### config.mk
export PLATFORM = sky130hd
export DESIGN_NAME = muldiv_seq_flat
export DESIGN_NICKNAME = d
export VERILOG_FILES = /design/src/rtl/muldiv_pkg.sv /design/src/rtl/muldiv_if.sv /design/src/rtl/muldiv_clz.sv /design/src/rtl/muldiv_seq.sv /design/src/flat_wrapper.sv
export SDC_FILE = /design/constraint.sdc
export NUM_CORES = 2
export LEC_CHECK = 0
export ABC_AREA = 1
export CAP_MARGIN = 20
export CORE_ASPECT_RATIO = 1.25
export CORE_MARGIN = 1.5
export CORE_UTILIZATION = 34
export DETAILED_ROUTE_END_ITERATION = 8
export PLACE_DENSITY = 0.56
export SLEW_MARGIN = 20
export SYNTH_ARGS = -nofsm -noshare
export SYNTH_HDL_FRONTEND = slang
export SYNTH_HIERARCHICAL = 1
export SYNTH_SLANG_ARGS = --single-unit
### constraint.sdc
create_clock -name clk -period 10.2 [get_ports clk]
set_input_delay 1.53 -clock clk [delete_from_list [all_inputs] [get_ports clk]]
set_output_delay 1.53 -clock clk [all_outputs]
set_load 0.01 [all_outputs]
### src/rtl/muldiv_pkg.sv
// muldiv_pkg: shared constants for the multi-cycle mul/div companion.
//   - 3-bit operation encodings (muldiv_op_e)
//   - FSM state encodings (legacy-compatible localparams)
//   - default operand width
//   - small decode helpers used by the datapath
package muldiv_pkg;

    localparam int MULDIV_WIDTH = 32;

    typedef enum logic [2:0] {
        OP_DIV   = 3'd0,
        OP_DIVU  = 3'd1,
        OP_MADD  = 3'd2,
        OP_MADDU = 3'd3,
        OP_MSUB  = 3'd4,
        OP_MSUBU = 3'd5
    } muldiv_op_e;

    localparam logic [2:0] ST_IDLE     = 3'd0;
    localparam logic [2:0] ST_DIV_ZERO = 3'd1;
    localparam logic [2:0] ST_DIV_ON   = 3'd2;
    localparam logic [2:0] ST_MUL      = 3'd3;
    localparam logic [2:0] ST_ACC      = 3'd4;
    localparam logic [2:0] ST_END      = 3'd5;

    function automatic logic op_is_div(input logic [2:0] op);
        return (op == OP_DIV) || (op == OP_DIVU);
    endfunction

    function automatic logic op_is_acc(input logic [2:0] op);
        return (op == OP_MADD) || (op == OP_MADDU) ||
               (op == OP_MSUB) || (op == OP_MSUBU);
    endfunction

    // Operations whose operands are treated as two's-complement.
    function automatic logic op_is_signed(input logic [2:0] op);
        return (op == OP_DIV) || (op == OP_MADD) || (op == OP_MSUB);
    endfunction

    function automatic logic op_is_sub(input logic [2:0] op);
        return (op == OP_MSUB) || (op == OP_MSUBU);
    endfunction

endpackage

### src/rtl/muldiv_if.sv
// muldiv_if: request/response bundle between the execute stage and muldiv_seq.
//   master (execute): drives start_i, op_i, opdata1_i, opdata2_i, hilo_i, annul_i
//   slave  (muldiv) : drives result_o, ready_o, div_by_zero_o, busy_o, stallreq_o
// Signal names keep the execute-stage view (_i into muldiv, _o out of it).
interface muldiv_if #(
    parameter int WIDTH = muldiv_pkg::MULDIV_WIDTH
);
    logic                 start_i;
    logic [2:0]           op_i;
    logic [WIDTH-1:0]     opdata1_i;
    logic [WIDTH-1:0]     opdata2_i;
    logic [2*WIDTH-1:0]   hilo_i;
    logic                 annul_i;
    logic [2*WIDTH-1:0]   result_o;
    logic                 ready_o;
    logic                 div_by_zero_o;
    logic                 busy_o;
    logic                 stallreq_o;

    modport master (
        output start_i, op_i, opdata1_i, opdata2_i, hilo_i, annul_i,
        input  result_o, ready_o, div_by_zero_o, busy_o, stallreq_o
    );

    modport slave (
        input  start_i, op_i, opdata1_i, opdata2_i, hilo_i, annul_i,
        output result_o, ready_o, div_by_zero_o, busy_o, stallreq_o
    );
endinterface

### src/rtl/muldiv_clz.sv
// muldiv_clz: leading-zero counter.
//   a_i   : WIDTH-bit value
//   cnt_o : number of leading zeros (CNT_W bits); WIDTH when a_i is all zero
module muldiv_clz #(
    parameter int WIDTH = 32,
    parameter int CNT_W = 6
) (
    input  logic [WIDTH-1:0] a_i,
    output logic [CNT_W-1:0] cnt_o
);
    logic found;

    always_comb begin
        cnt_o = CNT_W'(WIDTH);
        found = 1'b0;
        for (int i = WIDTH - 1; i >= 0; i--) begin
            if (!found && a_i[i]) begin
                cnt_o = CNT_W'(WIDTH - 1 - i);
                found = 1'b1;
            end
        end
    end
endmodule

### src/rtl/muldiv_seq.sv
// muldiv_seq: multi-cycle DIV/DIVU (radix-2 restoring) and MADD/MADDU/MSUB/MSUBU.
//   clk, rst : clock, synchronous active-high reset
//   bus      : muldiv_if.slave (request from execute, result/ready/stall back)
// Result is {remainder, quotient} for divides and the new {HI,LO} for accumulates.
// Optional build macro MULDIV_EARLY_TERM_EN: skips the leading-zero iterations of
// a divide by pre-shifting the dividend magnitude (results unchanged).
module muldiv_seq
    import muldiv_pkg::*;
#(
    parameter int WIDTH = MULDIV_WIDTH,
    parameter int CNT_W = 6
) (
    input  logic      clk,
    input  logic      rst,
    muldiv_if.slave   bus
);
    logic [2:0]         state;
    logic [2:0]         op_q;
    logic [WIDTH-1:0]   dvd_q;      // dividend bits / quotient (div); multiplicand magnitude (acc)
    logic [WIDTH-1:0]   dvs_q;      // divisor / multiplier magnitude
    logic [WIDTH-1:0]   rem_q;      // partial remainder
    logic               neg_q;      // result (quotient or product) must be negated
    logic               rsign_q;    // remainder takes dividend sign
    logic [CNT_W-1:0]   cnt_q;
    logic [2*WIDTH-1:0] prod_q;
    logic [2*WIDTH-1:0] result_q;
    logic               ready_q;
    logic               dbz_q;

    // Operand decode on the request side.
    logic               sign1, sign2, op_valid, accept;
    logic [WIDTH-1:0]   mag1, mag2;

    always_comb begin
        sign1    = op_is_signed(bus.op_i) & bus.opdata1_i[WIDTH-1];
        sign2    = op_is_signed(bus.op_i) & bus.opdata2_i[WIDTH-1];
        mag1     = sign1 ? -bus.opdata1_i : bus.opdata1_i;
        mag2     = sign2 ? -bus.opdata2_i : bus.opdata2_i;
        op_valid = op_is_div(bus.op_i) | op_is_acc(bus.op_i);
        accept   = (state == ST_IDLE) & bus.start_i & ~bus.annul_i & op_valid;
    end

    // Dividend load value and starting count.
`ifdef MULDIV_EARLY_TERM_EN
    logic [CNT_W-1:0] lz, lz_eff;

    muldiv_clz #(.WIDTH(WIDTH), .CNT_W(CNT_W)) u_clz (
        .a_i   (mag1),
        .cnt_o (lz)
    );

    // A zero dividend still runs one step so the exit condition stays uniform.
    always_comb begin
        lz_eff = (lz == CNT_W'(WIDTH)) ? CNT_W'(WIDTH - 1) : lz;
    end

    logic [WIDTH-1:0] dvd_load;
    logic [CNT_W-1:0] cnt_load;
    always_comb begin
        dvd_load = mag1 << lz_eff;
        cnt_load = lz_eff;
    end
`else
    logic [WIDTH-1:0] dvd_load;
    logic [CNT_W-1:0] cnt_load;
    always_comb begin
        dvd_load = mag1;
        cnt_load = '0;
    end
`endif

    // One restoring step. cand < 2*divisor, so the difference fits WIDTH bits.
    logic [WIDTH:0]     cand;
    logic               qbit;
    logic [WIDTH-1:0]   diff, rem_nxt, quo_nxt, rem_fix, quo_fix;
    logic [2*WIDTH-1:0] prod_mag;

    always_comb begin
        cand     = {rem_q, dvd_q[WIDTH-1]};
        qbit     = (cand >= {1'b0, dvs_q});
        diff     = cand[WIDTH-1:0] - dvs_q;
        rem_nxt  = qbit ? diff : cand[WIDTH-1:0];
        quo_nxt  = {dvd_q[WIDTH-2:0], qbit};
        quo_fix  = neg_q   ? -quo_nxt : quo_nxt;
        rem_fix  = rsign_q ? -rem_nxt : rem_nxt;
        prod_mag = {{WIDTH{1'b0}}, dvd_q} * {{WIDTH{1'b0}}, dvs_q};
    end

    always_ff @(posedge clk) begin
        if (rst) begin
            state    <= ST_IDLE;
            op_q     <= '0;
            dvd_q    <= '0;
            dvs_q    <= '0;
            rem_q    <= '0;
            neg_q    <= 1'b0;
            rsign_q  <= 1'b0;
            cnt_q    <= '0;
            prod_q   <= '0;
            result_q <= '0;
            ready_q  <= 1'b0;
            dbz_q    <= 1'b0;
        end else if (bus.annul_i && state != ST_IDLE) begin
            state    <= ST_IDLE;
            result_q <= '0;
            ready_q  <= 1'b0;
            dbz_q    <= 1'b0;
        end else begin
            case (state)
                ST_IDLE: begin
                    if (accept) begin
                        op_q    <= bus.op_i;
                        dvs_q   <= mag2;
                        neg_q   <= sign1 ^ sign2;
                        rsign_q <= sign1;
                        rem_q   <= '0;
                        if (op_is_div(bus.op_i)) begin
                            dvd_q <= dvd_load;
                            cnt_q <= cnt_load;
                            state <= (bus.opdata2_i == '0) ? ST_DIV_ZERO : ST_DIV_ON;
                        end else begin
                            dvd_q <= mag1;
                            state <= ST_MUL;
                        end
                    end
                end
                ST_DIV_ZERO: begin
                    result_q <= '0;
                    dbz_q    <= 1'b1;
                    ready_q  <= 1'b1;
                    state    <= ST_END;
                end
                ST_DIV_ON: begin
                    rem_q <= rem_nxt;
                    dvd_q <= quo_nxt;
                    cnt_q <= cnt_q + 1'b1;
                    if (cnt_q == CNT_W'(WIDTH - 1)) begin
                        result_q <= {rem_fix, quo_fix};
                        dbz_q    <= 1'b0;
                        ready_q  <= 1'b1;
                        state    <= ST_END;
                    end
                end
                ST_MUL: begin
                    prod_q <= neg_q ? -prod_mag : prod_mag;
                    state  <= ST_ACC;
                end
                ST_ACC: begin
                    result_q <= op_is_sub(op_q) ? (bus.hilo_i - prod_q)
                                                : (bus.hilo_i + prod_q);
                    dbz_q    <= 1'b0;
                    ready_q  <= 1'b1;
                    state    <= ST_END;
                end
                ST_END: begin
                    if (!bus.start_i) begin
                        result_q <= '0;
                        ready_q  <= 1'b0;
                        dbz_q    <= 1'b0;
                        state    <= ST_IDLE;
                    end
                end
                default: state <= ST_IDLE;
            endcase
        end
    end

    logic busy;
    always_comb begin
        busy = (state == ST_DIV_ON) || (state == ST_DIV_ZERO) ||
               (state == ST_MUL)    || (state == ST_ACC);
    end

    assign bus.busy_o        = busy;
    assign bus.stallreq_o    = busy | accept;
    assign bus.result_o      = result_q;
    assign bus.ready_o       = ready_q;
    assign bus.div_by_zero_o = dbz_q;
endmodule

### src/flat_wrapper.sv
// flat-port wrapper written by rule: the top's interface ports become plain ports
module muldiv_seq_flat import muldiv_pkg::*;
#(
    parameter int WIDTH = MULDIV_WIDTH,
    parameter int CNT_W = 6
)
  (clk, rst, bus_start_i, bus_op_i, bus_opdata1_i, bus_opdata2_i, bus_hilo_i, bus_annul_i, bus_result_o, bus_ready_o, bus_div_by_zero_o, bus_busy_o, bus_stallreq_o);
  muldiv_if #(.WIDTH(WIDTH)) bus_i ();
  input  logic clk;
  input  logic rst;
  input wire logic [$bits(bus_i.start_i)-1:0] bus_start_i;
  input wire logic [$bits(bus_i.op_i)-1:0] bus_op_i;
  input wire logic [$bits(bus_i.opdata1_i)-1:0] bus_opdata1_i;
  input wire logic [$bits(bus_i.opdata2_i)-1:0] bus_opdata2_i;
  input wire logic [$bits(bus_i.hilo_i)-1:0] bus_hilo_i;
  input wire logic [$bits(bus_i.annul_i)-1:0] bus_annul_i;
  output wire logic [$bits(bus_i.result_o)-1:0] bus_result_o;
  output wire logic [$bits(bus_i.ready_o)-1:0] bus_ready_o;
  output wire logic [$bits(bus_i.div_by_zero_o)-1:0] bus_div_by_zero_o;
  output wire logic [$bits(bus_i.busy_o)-1:0] bus_busy_o;
  output wire logic [$bits(bus_i.stallreq_o)-1:0] bus_stallreq_o;
  assign bus_i.start_i = bus_start_i;
  assign bus_i.op_i = bus_op_i;
  assign bus_i.opdata1_i = bus_opdata1_i;
  assign bus_i.opdata2_i = bus_opdata2_i;
  assign bus_i.hilo_i = bus_hilo_i;
  assign bus_i.annul_i = bus_annul_i;
  assign bus_result_o = bus_i.result_o;
  assign bus_ready_o = bus_i.ready_o;
  assign bus_div_by_zero_o = bus_i.div_by_zero_o;
  assign bus_busy_o = bus_i.busy_o;
  assign bus_stallreq_o = bus_i.stallreq_o;
  muldiv_seq #(.WIDTH(WIDTH), .CNT_W(CNT_W)) u_core (.clk(clk), .rst(rst), .bus(bus_i));
endmodule
==> metrics.txt <==
Post-Synth XOR/XNOR Area 2.39%; min cycle time layout 9.41 ns; Worst R2R Start u_core/dvs_q[5]; H-tree levels 2; register clock-pin slew on the reported worst setup and hold paths 0.07 ns; prevailing post-synth register cell dfxtp_1; Core Util, Final 37.6%; drc violations 0; syn avg cell area roughly 6.6 um2; Worst Tran Pin Value 1.31 ns; max_cap viols 0; Hold Buf Count CTS 0; CP Capture Type flop; FF-to-FF End u_core/prod_q[59]; chip width 380 um; # fillers 19.2k; Syn Inst Count 9,215; CTS sink cnt 239; Critical Path RT 10.70 ns; asr flop ratio synth 0%; post-synthesis simple-gate area fraction 26.6%; synth warn 6; R2R Setup Slk 0.79 ns; Final Routed Wirelength 236,000 um; Resized cells post-CTS 0; synthesized area 0.0604 mm2; Pwr Total 12.6 mW; clock skew around 0.026 ns; Post-synth EDFFs 0; Startpoint Class flop; row count 172; area grow syn2layout 9.71%; cell area after placement 0.0650 mm2; post-DP HPWL 198,000 um; Post-DRT Antenna Nets 0; crit path kind flop to flop; power per cell area about 190 mW/mm2; RSZ-0062 raised after global routing false; compound-gate portion of the synthesized area 8.68%; chip height 474 um; Worst Hold Class flop to flop; all-layer global routing usage 26.1%; WL/cell 20.3 um; worst setup path start u_core/dvs_q[5]; status finished clean; CP arrival 9.91 ns; vias in the first global route 58.7k; Setup Fix Bufs, Post-CTS 0; global route overflow 0; Placer Congestion 1.01; first-pass GRT wire length ~360,000 um; Worst path max stage delay 1.08 ns; Worst VDD drop ~150 uV; largest net degree at the start of global routing 92; core region area 0.176 mm2; FMAX about 110 MHz; largest family of logic cells by synthesized area adder cells; clock buffer depth 3; Final nets 10.6k; Setup TNS 0 ns; final hold violation count 0; IO Pins 203; initial antenna violation count 13; CTS tree yes; CP dominant cell by count nand2_1; # port buffers between 200 and 250; vias per cell 4.94; worst skew pair latency 0.60 ns; Post-Syn Nets 10.6k; die area 0.180 mm2; Worst Path Max Fanout 19; drt initial violations 4,258; Final Max Slew Viols 0; clk root buf clkbuf_16; Leakage 37.9 nW; highest-delay cell along the critical path dfxtp_1; period utilization 92.3%; Slew headroom 11.9%; final setup fails 0; flops & latches, synth ~240; fraction of layout cells with a size suffix above 1 4.28%; DRT Pass-1 Iters 6; mux cell area share after synthesis 0%; Vias between 50k and 60k; register area share after synthesis 7.93%; Adder-Cell Fraction of Synth Area 37.4%; CP Capture Point u_core/prod_q[59]; Design Area, Final 0.0662 mm2; CTS buffer count 37; Unique masters post-synth 66; initial core utilization 34.3%; Register-to-Register Path Depth 38
## power by group
group	switching, mW	internal [mW]
clock	0.568	0.793
combinational	6.69	3.00
sequential	0.413	1.09
## kinds of logic (layout without fill, tap and decap cells)
family          after synthesis  in the layout
buf+inv                    2731           2744
compound gates              937            937
xor+xnor                    164            164
simple gates               3880           3880
flops                       239            239
other cells                   0              2
fa+ha+maj                  1264           1264
## layout by cell type (no fill, tap or decap), drive strengths merged, types with 106 or more instances in the layout
cell type / n
a21oi: 409
buf: 133
clkdlybuf4s50: 201
dfxtp: 239
fa: 898
ha: 366
inv: 2346
nand2: 2656
nand3: 304
nor2: 631
o21ai: 339
xor2: 106
## critical path: cells and delay by family, from the launching register on
family / cells / cell delay [ns]
AND/OR/NAND/NOR: 17 / 2.41
buffers and inverters: 11 / 0.91
adder cells (fa/ha/maj): 9 / 4.32
flip-flops: 1 / 1.08
XOR/XNOR: 1 / 0.55
## area by class of cell
class	count	area, um2	share of cell area (%)
clock buffers	48	1040	1.57
inverters	2347	8810	13.3
well taps	2349	2940	4.44
repair buffers	334	3120	4.72
diodes	2	5.00	0.00756
flip-flops and latches	239	4810	7.27
multi-input cells	6245	45300	68.4
clock inverters	15	178	0.268
## metrics by stage
stage / setup slack, ns / hold slack (ns) / instances
3_5_place_dp: 0.927 / 0.445 / 11500
4_1_cts: 0.887 / 0.454 / 11600
3_3_place_gp: 0.902 / 0.438 / 11500
5_1_grt: 0.306 / 0.493 / 11600
6_report: 0.786 / 0.461 / 11600
2_1_floorplan: 2.71 / 0.427 / 9215
## how the worst min path moves through the flow
| stage | startpoint | endpoint | cells after the start |
|---|---|---|---|
| final | u_core/cnt_q[5] | u_core/cnt_q[5] | 1 |
| after detailed placement | u_core/cnt_q[5] | u_core/cnt_q[5] | 1 |
| after CTS | u_core/cnt_q[5] | u_core/cnt_q[5] | 1 |
| after global routing | u_core/cnt_q[5] | u_core/cnt_q[5] | 1 |
| after floorplan | u_core/cnt_q[5] | u_core/cnt_q[5] | 1 |
| after global placement | u_core/cnt_q[5] | u_core/cnt_q[5] | 1 |
## synthesized netlist by cell type, drive strengths merged, types with 17 or more instances
| cell | instances | area [um2] |
|---|---|---|
| a21oi | 409 | 2070 |
| a31oi | 49 | 307 |
| buf | 89 | 373 |
| clkbuf | 295 | 1110 |
| dfxtp | 239 | 4780 |
| fa | 898 | 18000 |
| ha | 366 | 4580 |
| inv | 2344 | 8800 |
| nand2 | 2656 | 10200 |
| nand3 | 304 | 1590 |
| nand3b | 46 | 345 |
| nand4 | 95 | 594 |
| nor2 | 631 | 2490 |
| nor3 | 85 | 435 |
| nor4 | 18 | 128 |
| o211ai | 32 | 240 |
| o21a | 17 | 128 |
| o21ai | 339 | 1750 |
| o21bai | 22 | 165 |
| o221ai | 29 | 254 |
| or2 | 27 | 169 |
| xnor2 | 58 | 516 |
| xor2 | 106 | 928 |
## per-layer routing
layer	routed length (um)	global-route usage (%)	vias to the layer above
met2	113000	45.3	1841
li1	-	-	27200
met3	13600	2.80	386
met1	96800	32.6	27700
met5	90	0	-
met4	11800	11.4	14
## state kept, by name, indices dropped and copies added, names as in the netlist
signal,cells
u_core/bus.result_o,64
u_core/prod_q,64
u_core/dvd_q,32
u_core/dvs_q,32
u_core/rem_q,32
u_core/cnt_q,6
u_core/state,3
u_core/op_q,2
u_core/bus.div_by_zero_o,1
u_core/bus.ready_o,1
u_core/neg_q,1
u_core/rsign_q,1
No activity file was read; power rests on OpenSTA's default activity.
